$ cat src/rtl/stopwatch_ctrl.sv
// rtl/stopwatch_ctrl.sv - stopwatch button conditioning, IDLE/RUN/PAUSE FSM and 1 Hz tick prescaler
//
// Purpose:
//   Front-end control for the seconds BCD counter / 7-seg display path.
//   Raw push-buttons are synchronized and debounced, and their rising edges
//   drive the stopwatch FSM. A prescaler running only in RUN produces a
//   single-cycle tick every TICK_DIV RUN cycles. Downstream counting happens
//   on en & tick and clears on clr.
//
// Optional feature macro: STOPWATCH_LAP_EN (adds btn_lap / lap_hold).
//
// Ports:
//   clk        in   1  system clock, posedge
//   rst        in   1  synchronous reset, active-high
//   btn_start  in   1  raw async start/stop button, press toggles run/pause
//   btn_clear  in   1  raw async clear button, press returns to IDLE
//   btn_lap    in   1  raw async lap button (STOPWATCH_LAP_EN only)
//   lap_hold   out  1  display-freeze request (STOPWATCH_LAP_EN only)
//   tick       out  1  one-cycle pulse every TICK_DIV cycles spent in RUN
//   en         out  1  1 while state == RUN
//   clr        out  1  one-cycle pulse when a clear press is accepted
//   state      out  2  00 IDLE, 01 RUN, 10 PAUSE
`timescale 1ns/1ps

module stopwatch_ctrl #(
  parameter int DEBOUNCE_CYCLES = 4,
  parameter int TICK_DIV        = 50000000,
  parameter int CNT_W           = 26
) (
  input  logic       clk,
  input  logic       rst,
  input  logic       btn_start,
  input  logic       btn_clear,
`ifdef STOPWATCH_LAP_EN
  input  logic       btn_lap,
  output logic       lap_hold,
`endif
  output logic       tick,
  output logic       en,
  output logic       clr,
  output logic [1:0] state
);

  typedef enum logic [1:0] {
    S_IDLE  = 2'b00,
    S_RUN   = 2'b01,
    S_PAUSE = 2'b10
  } state_e;

  localparam int B_START = 0;
  localparam int B_CLEAR = 1;
`ifdef STOPWATCH_LAP_EN
  localparam int B_LAP   = 2;
  localparam int NB      = 3;
`else
  localparam int NB      = 2;
`endif

  localparam logic [CNT_W-1:0] DB_LAST   = CNT_W'(DEBOUNCE_CYCLES - 1);
  localparam logic [CNT_W-1:0] TICK_LAST = CNT_W'(TICK_DIV - 1);

  logic [NB-1:0] btn_raw;
`ifdef STOPWATCH_LAP_EN
  assign btn_raw = {btn_lap, btn_clear, btn_start};
`else
  assign btn_raw = {btn_clear, btn_start};
`endif

  // Input conditioning, one lane per button
  logic [NB-1:0] sync1_q, sync2_q, level_q, level_prev_q, press_q;
  logic [CNT_W-1:0] db_cnt_q [NB];

  always_ff @(posedge clk) begin
    if (rst) begin
      sync1_q      <= '0;
      sync2_q      <= '0;
      level_q      <= '0;
      level_prev_q <= '0;
      press_q      <= '0;
      for (int i = 0; i < NB; i++) db_cnt_q[i] <= '0;
    end else begin
      sync1_q      <= btn_raw;
      sync2_q      <= sync1_q;
      // Edge detect on the registered level: press lands DEBOUNCE_CYCLES+3
      // cycles after a clean raw rise.
      level_prev_q <= level_q;
      press_q      <= level_q & ~level_prev_q;
      for (int i = 0; i < NB; i++) begin
        if (sync2_q[i] == level_q[i]) begin
          db_cnt_q[i] <= '0;
        end else if (db_cnt_q[i] == DB_LAST) begin
          level_q[i]  <= sync2_q[i];
          db_cnt_q[i] <= '0;
        end else begin
          db_cnt_q[i] <= db_cnt_q[i] + CNT_W'(1);
        end
      end
    end
  end

  // Stopwatch FSM with prescaler and registered outputs
  state_e           state_q;
  logic [CNT_W-1:0] presc_q;
  logic             tick_q, en_q, clr_q;

  always_ff @(posedge clk) begin
    if (rst) begin
      state_q <= S_IDLE;
      presc_q <= '0;
      tick_q  <= 1'b0;
      en_q    <= 1'b0;
      clr_q   <= 1'b0;
    end else begin
      tick_q <= 1'b0;
      clr_q  <= 1'b0;
      // Prescaler acts on the current state, so a tick due on the same edge
      // as a transition out of RUN is still emitted.
      if (state_q == S_RUN) begin
        if (presc_q == TICK_LAST) begin
          presc_q <= '0;
          tick_q  <= 1'b1;
        end else begin
          presc_q <= presc_q + CNT_W'(1);
        end
      end else if (state_q != S_PAUSE) begin
        presc_q <= '0;
      end
      // Clear has priority; a coincident start press is dropped.
      if (press_q[B_CLEAR]) begin
        state_q <= S_IDLE;
        en_q    <= 1'b0;
        clr_q   <= 1'b1;
        presc_q <= '0;
      end else if (press_q[B_START]) begin
        case (state_q)
          S_RUN: begin
            state_q <= S_PAUSE;
            en_q    <= 1'b0;
          end
          default: begin
            state_q <= S_RUN;
            en_q    <= 1'b1;
          end
        endcase
      end
    end
  end

  assign state = state_q;
  assign tick  = tick_q;
  assign en    = en_q;
  assign clr   = clr_q;

`ifdef STOPWATCH_LAP_EN
  logic lap_q;

  always_ff @(posedge clk) begin
    if (rst) begin
      lap_q <= 1'b0;
    end else if (press_q[B_CLEAR]) begin
      lap_q <= 1'b0;
    end else if (press_q[B_LAP] && state_q == S_RUN) begin
      lap_q <= ~lap_q;
    end
  end

  assign lap_hold = lap_q;
`endif

endmodule

$ cat config.mk
export PLATFORM = sky130hd
export DESIGN_NAME = stopwatch_ctrl
export DESIGN_NICKNAME = d
export VERILOG_FILES = /design/src/rtl/stopwatch_ctrl.sv
export SDC_FILE = /design/constraint.sdc
export NUM_CORES = 1
export LEC_CHECK = 0
export BUFFER_PORTS_ARGS = -buffer_cell sky130_fd_sc_hd__buf_2
export CAP_MARGIN = 20
export CORE_MARGIN = 3
export CORE_UTILIZATION = 40
export DETAILED_ROUTE_END_ITERATION = 8
export GPL_TIMING_DRIVEN = 0
export PLACE_DENSITY = 0.52
export SLEW_MARGIN = 20
export SYNTH_ARGS = -nofsm -noshare
export SYNTH_HDL_FRONTEND = slang
export SYNTH_SLANG_ARGS = --single-unit
$ cat constraint.sdc
create_clock -name clk -period 3.6 [get_ports clk]
set_clock_uncertainty 0.1 [all_clocks]
set_input_delay 0.36 -clock clk [delete_from_list [all_inputs] [get_ports clk]]
set_output_delay 0.36 -clock clk [all_outputs]
set_load 0.01 [all_outputs]
Word level (Yosys, flattened, before mapping)
Memory sizes are Yosys's and may differ from the RTL's.
Cells that the tools add are included.

storage, ports and cells
  bits in read-only memories = 0
  bits in writable memories = 52
  memories = 1
  register bits = 41
  bits of input ports = 4
  bits in latches = 0
  output and inout bits = 5

memories
  name      depth  width  read ports  clocked after memory_dff  wr ports  RTL line  source
  db_cnt_q  2      26     2           0                         2         71        logic [CNT_W-1:0] db_cnt_q [NB];

operators by class
  $lt $le $gt $ge = 0
  bitwise operators = 11
  reductions and logical operators = 5
  multiply operators = 0
  add/sub/neg operators = 3
  div/mod/pow operators = 0
  shift operators = 0
  mux-type cells = 37
  equal/unequal tests = 7

operators with widths
  operator                 count
  $mux W26                 9
  $add A26 B1 Y26 const B  3
  $eq A26 B2 Y1 const B    2
  $mux W1                  27
  $eq A26 B26 Y1 const B   1
  $or A1 B1 Y1             6
  $reduce_and A2 Y1        2
  $reduce_or A2 Y1         2
  $not A1 Y1               3
  $and A2 B2 Y2            1
  $eq A1 B1 Y1             2
  $eq A2 B1 Y1 const B     1
  $mux W2                  1
  $ne A2 B2 Y1 const B     1
  $not A2 Y2               1
  $reduce_bool A2 Y1       1

Longest topological paths before layout
  word-level depth = 7
  gate-level depth with buffers = 9
  depth with buffers taken out = 6

Least setup slack after synthesis
No wires, ideal clock.

  path type = register to register
  from = memory db_cnt_q[1][0]
  to = memory db_cnt_q[1][13], data pin
  arrival = 1790 ps
  cell stages (with the launch flop) = 10
  path slack = 1571 ps
  path buffers = 3
  period minus slack after synthesis = 2029 ps
  library setup time = 138 ps
  required time = 3362 ps
  cells stage by stage = edfxtp_1 -> ha_1 -> clkbuf_1 -> nor3b_1 -> nand3_1 -> nor2_1 -> or3_1 -> buf_2 -> buf_2 -> nor2_1

RTL lines
  item                RTL line
  start: declaration  71

==> results.md <==
- Outcome: completed
- Synth warn: 0
- Drt via density: 4.95
- CP most frequent cell: nor2_1
- Final Cycle Share: 68.9%
- Synth Register Bits: 92
- WL final: 9350 um
- Port Buffers: 8
- Ports: 9
- Sink Count: between 90 and 100
- TritonCTS clock tree: done
- Worst-path clk slew: 0.07 ns
- Sequential area share after synthesis: a little over 50%
- Clock latency on the worst-skew pair: approximately 0.34 ns
- Via count: 3470
- Ys async rst share: 0%
- Buf+Inv Stages, Crit Path: 2
- GR Util met2: a little under a quarter
- Pwr dens: 425 mW/mm2
- Post-CTS Hold Fix Bufs: 0
- Max_cap viols: 0
- Die Wd: between 100 and 150 um
- DR WL/cell: 13.3 um
- First-pass GRT wire length: 16200 um
- Synthesized area per cell: roughly 9.6 um2
- Max VDD drop: about 300 uV
- Chip height: around 110 um
- CTS HTree Levels: 3
- Met3 usage: 3.07%
- Clock Path Buffers: 2
- Die area: 0.0130 mm2
- Initial Utilization: a little over two fifths
- Vias in the first global route: ~3300
- Post-CTS Resized: 0
- Final hold viol count: 0
- CP cell instances: ha_1 > nor4b_1 > nand4_1 > nor2_1 > or3_1 > clkbuf_1 > buf_2 > nor2_1
- Nets@finish: 563
- Pleak: between 1.5 and 2 nW
- HPWL Detailed: just under 7000 um
- DR pass1 iterations: 4
- Largest net degree at the start of global routing: 17
- Synthesis-to-layout area growth: 16.0%
- Grt ovf: 0
- WS Path Type: flip-flop to flip-flop
- Num CTS Buffers: 9
- Total negative slack: 0 ns
- Crit start category: flip-flop
- Global-route usage over all layers: approximately 16%
- Max FO, Critical Path: 10
- Hold Crit Class: primary input to flip-flop
- Initial antenna violation count: 0
- Peak Freq: a little over 0.4 GHz
- CTS Root Cell: clkbuf_16
- Routability cong.: roughly 0.78
- Crit path time final: 2.48 ns
- Num rows: 38
- Post-CTS Setup Bufs: 0
- Final Max Tran Viols: 0
- Worst path top cell family by delay: simple AND/OR/NAND/NOR gates
- Final ANT Viol Nets: 0
- Grt peak-use layer: met2
- Post-route DRC: 0
- Post-Synthesis Cell Area: 0.00467 mm2
- Setup violators final: 0
- Max incr delay on CP: between 0.3 and 0.4 ns
- Crit. End Element: flip-flop
- Diode count: 0
- Highest-delay cell along the critical path: edfxtp_1
- Met1 Resource Use GR: 22.8%
- Top FF cell, synth: edfxtp_1
- Core region area: 0.0111 mm2
- RSZ-0062 raised after global routing: false
- Library cells used by synthesis: 47
- Relative slew slack: 51.2%
- CP Data Arrival Time: between 2 and 2.5 ns
- Initial DRC Count: 186
- Fraction of layout cells with a size suffix above 1: 8.73%
- Syn Inst Count: 486
- Critical path data required time: 3.59 ns
- Final core occ: approximately half
- Slew @ Worst Pin: between 0.7 and 0.8 ns
- Post-synth EDFFs: 52
-- cells by family (layout without fill, tap and decap cells) --
kind of cell | after synthesis | after routing | synth area share (%)
and+or+nand+nor | 267 | 267 | 29.9
muxes | 2 | 2 | 0.428
other | 1 | 52 | 0.0802
adders and majority gates | 3 | 3 | 0.803
xor gates and xnor gates | 62 | 62 | 11.6
DFF | 92 | 92 | 50.5
buffers and inverters | 24 | 48 | 2.25
AOI/OAI and AO/OA | 35 | 35 | 4.36
-- cells in the mapped netlist (3+ instances only) --
library cell  count  area share (%)
and3_1            6            0.80
xor2_1           42             7.9
o21ai_0          13             1.4
ha_1              3            0.80
and4_1            9             1.7
a22oi_1           3            0.48
nor2b_1          12             1.6
or3_1            10             1.3
xnor2_1          20             3.7
or2_2             4            0.54
edfxtp_1         52              33
nor2_1           87             7.0
dfxtp_1          40              17
nand2_1          31             2.5
inv_1            10            0.80
nor4_1           14             1.9
nand3_1          43             4.6
nor3_1            9            0.96
a21oi_1          12             1.3
clkbuf_1          6            0.48
nand4_1          24             3.2
buf_2             6            0.64
-- layout by cell type, fill, tap and decap left out, types with 2 or more instances in the layout --
| cell | instances |
|---|---|
| nor2_1 | 87 |
| edfxtp_1 | 52 |
| conb_1 | 52 |
| nand3_1 | 43 |
| xor2_1 | 42 |
| dfxtp_1 | 40 |
| nand2_1 | 31 |
| nand4_1 | 24 |
| xnor2_1 | 20 |
| nor4_1 | 14 |
| buf_2 | 14 |
| o21ai_0 | 13 |
| nor2b_1 | 12 |
| a21oi_1 | 12 |
| or3_1 | 10 |
| inv_1 | 10 |
| clkbuf_16 | 10 |
| nor3_1 | 9 |
| and4_1 | 9 |
| clkbuf_1 | 6 |
| and3_1 | 6 |
| or2_2 | 4 |
| a22oi_1 | 3 |
| ha_1 | 3 |
| nor4b_1 | 2 |
| nor4_4 | 2 |
| and2_1 | 2 |
| mux2i_1 | 2 |
| buf_4 | 2 |
| clkinv_4 | 2 |
| bufinv_16 | 2 |
-- final cells by class --
cell class | count | area (um2)
clock buffer | 10 | 250
fill | 1068 | 5700
multi-input combinational | 421 | 2400
buffer | 14 | 67.6
tap | 140 | 175
timing repair buffer | 8 | 40.0
sequential | 92 | 2360
inverter | 10 | 37.5
clock inverter | 6 | 92.6
-- registers in the layout, summed over array words and instances (netlist names) --
register,cells
sync2_q,2
state,2
level_q,2
level_prev_q,2
presc_q,26
clr,1
db_cnt_q,52
press_q,2
tick,1
sync1_q,2
-- final timing paths --
kind | start | to | slack [ns] | depth (start not counted)
setup / recovery | db_cnt_q[0][0]$_SDFFCE_PN0P_ | db_cnt_q[0][22]$_SDFFCE_PN0P_ | 1.12 | 8
hold / removal | btn_start | sync1_q[0]$_SDFF_PP0_ | 0.13 | 2
setup reg to reg | db_cnt_q[0][0]$_SDFFCE_PN0P_ | db_cnt_q[0][22]$_SDFFCE_PN0P_ | 1.12 | 8
hold reg to reg | level_prev_q[1]$_SDFF_PP0_ | press_q[1]$_SDFF_PP0_ | 0.29 | 1
-- metrics by stage --
step | hold WS, ns | power (mW) | instance area [um2] | worst slack (ns) | cells
2_1_floorplan | 0.267 | 1.23 | 4870 | 1.57 | 537
3_3_place_gp | 0.274 | 1.25 | 5080 | 1.10 | 685
3_5_place_dp | 0.276 | 1.25 | 5080 | 1.08 | 685
4_1_cts | 0.118 | 2.33 | 5420 | 1.06 | 701
5_1_grt | 0.143 | 2.39 | 5420 | 0.846 | 701
6_report | 0.127 | 2.30 | 5420 | 1.12 | 701
-- worst register-to-register path: cells and delay by family (launching register included) --
family        cells  cell delay (ns)
simple gates      5             0.91
fa+ha+maj         1             0.26
flops             1             0.39
buf+inv           2             0.57
-- layer usage --
layer,vias to the layer above,wire length [um]
met5,-,0
met4,0,165
met3,12,261
met2,43,3950
met1,1594,4970
li1,1821,-
-- power breakdown --
part | switching (mW) | leakage (nW) | internal (mW) | total (mW)
combinational | 0.0357 | 0.837 | 0.0235 | 0.0591
clock | 0.420 | 0.169 | 0.656 | 1.08
sequential | 0.0315 | 0.859 | 1.14 | 1.17
Power figures use the tool's default switching activity.
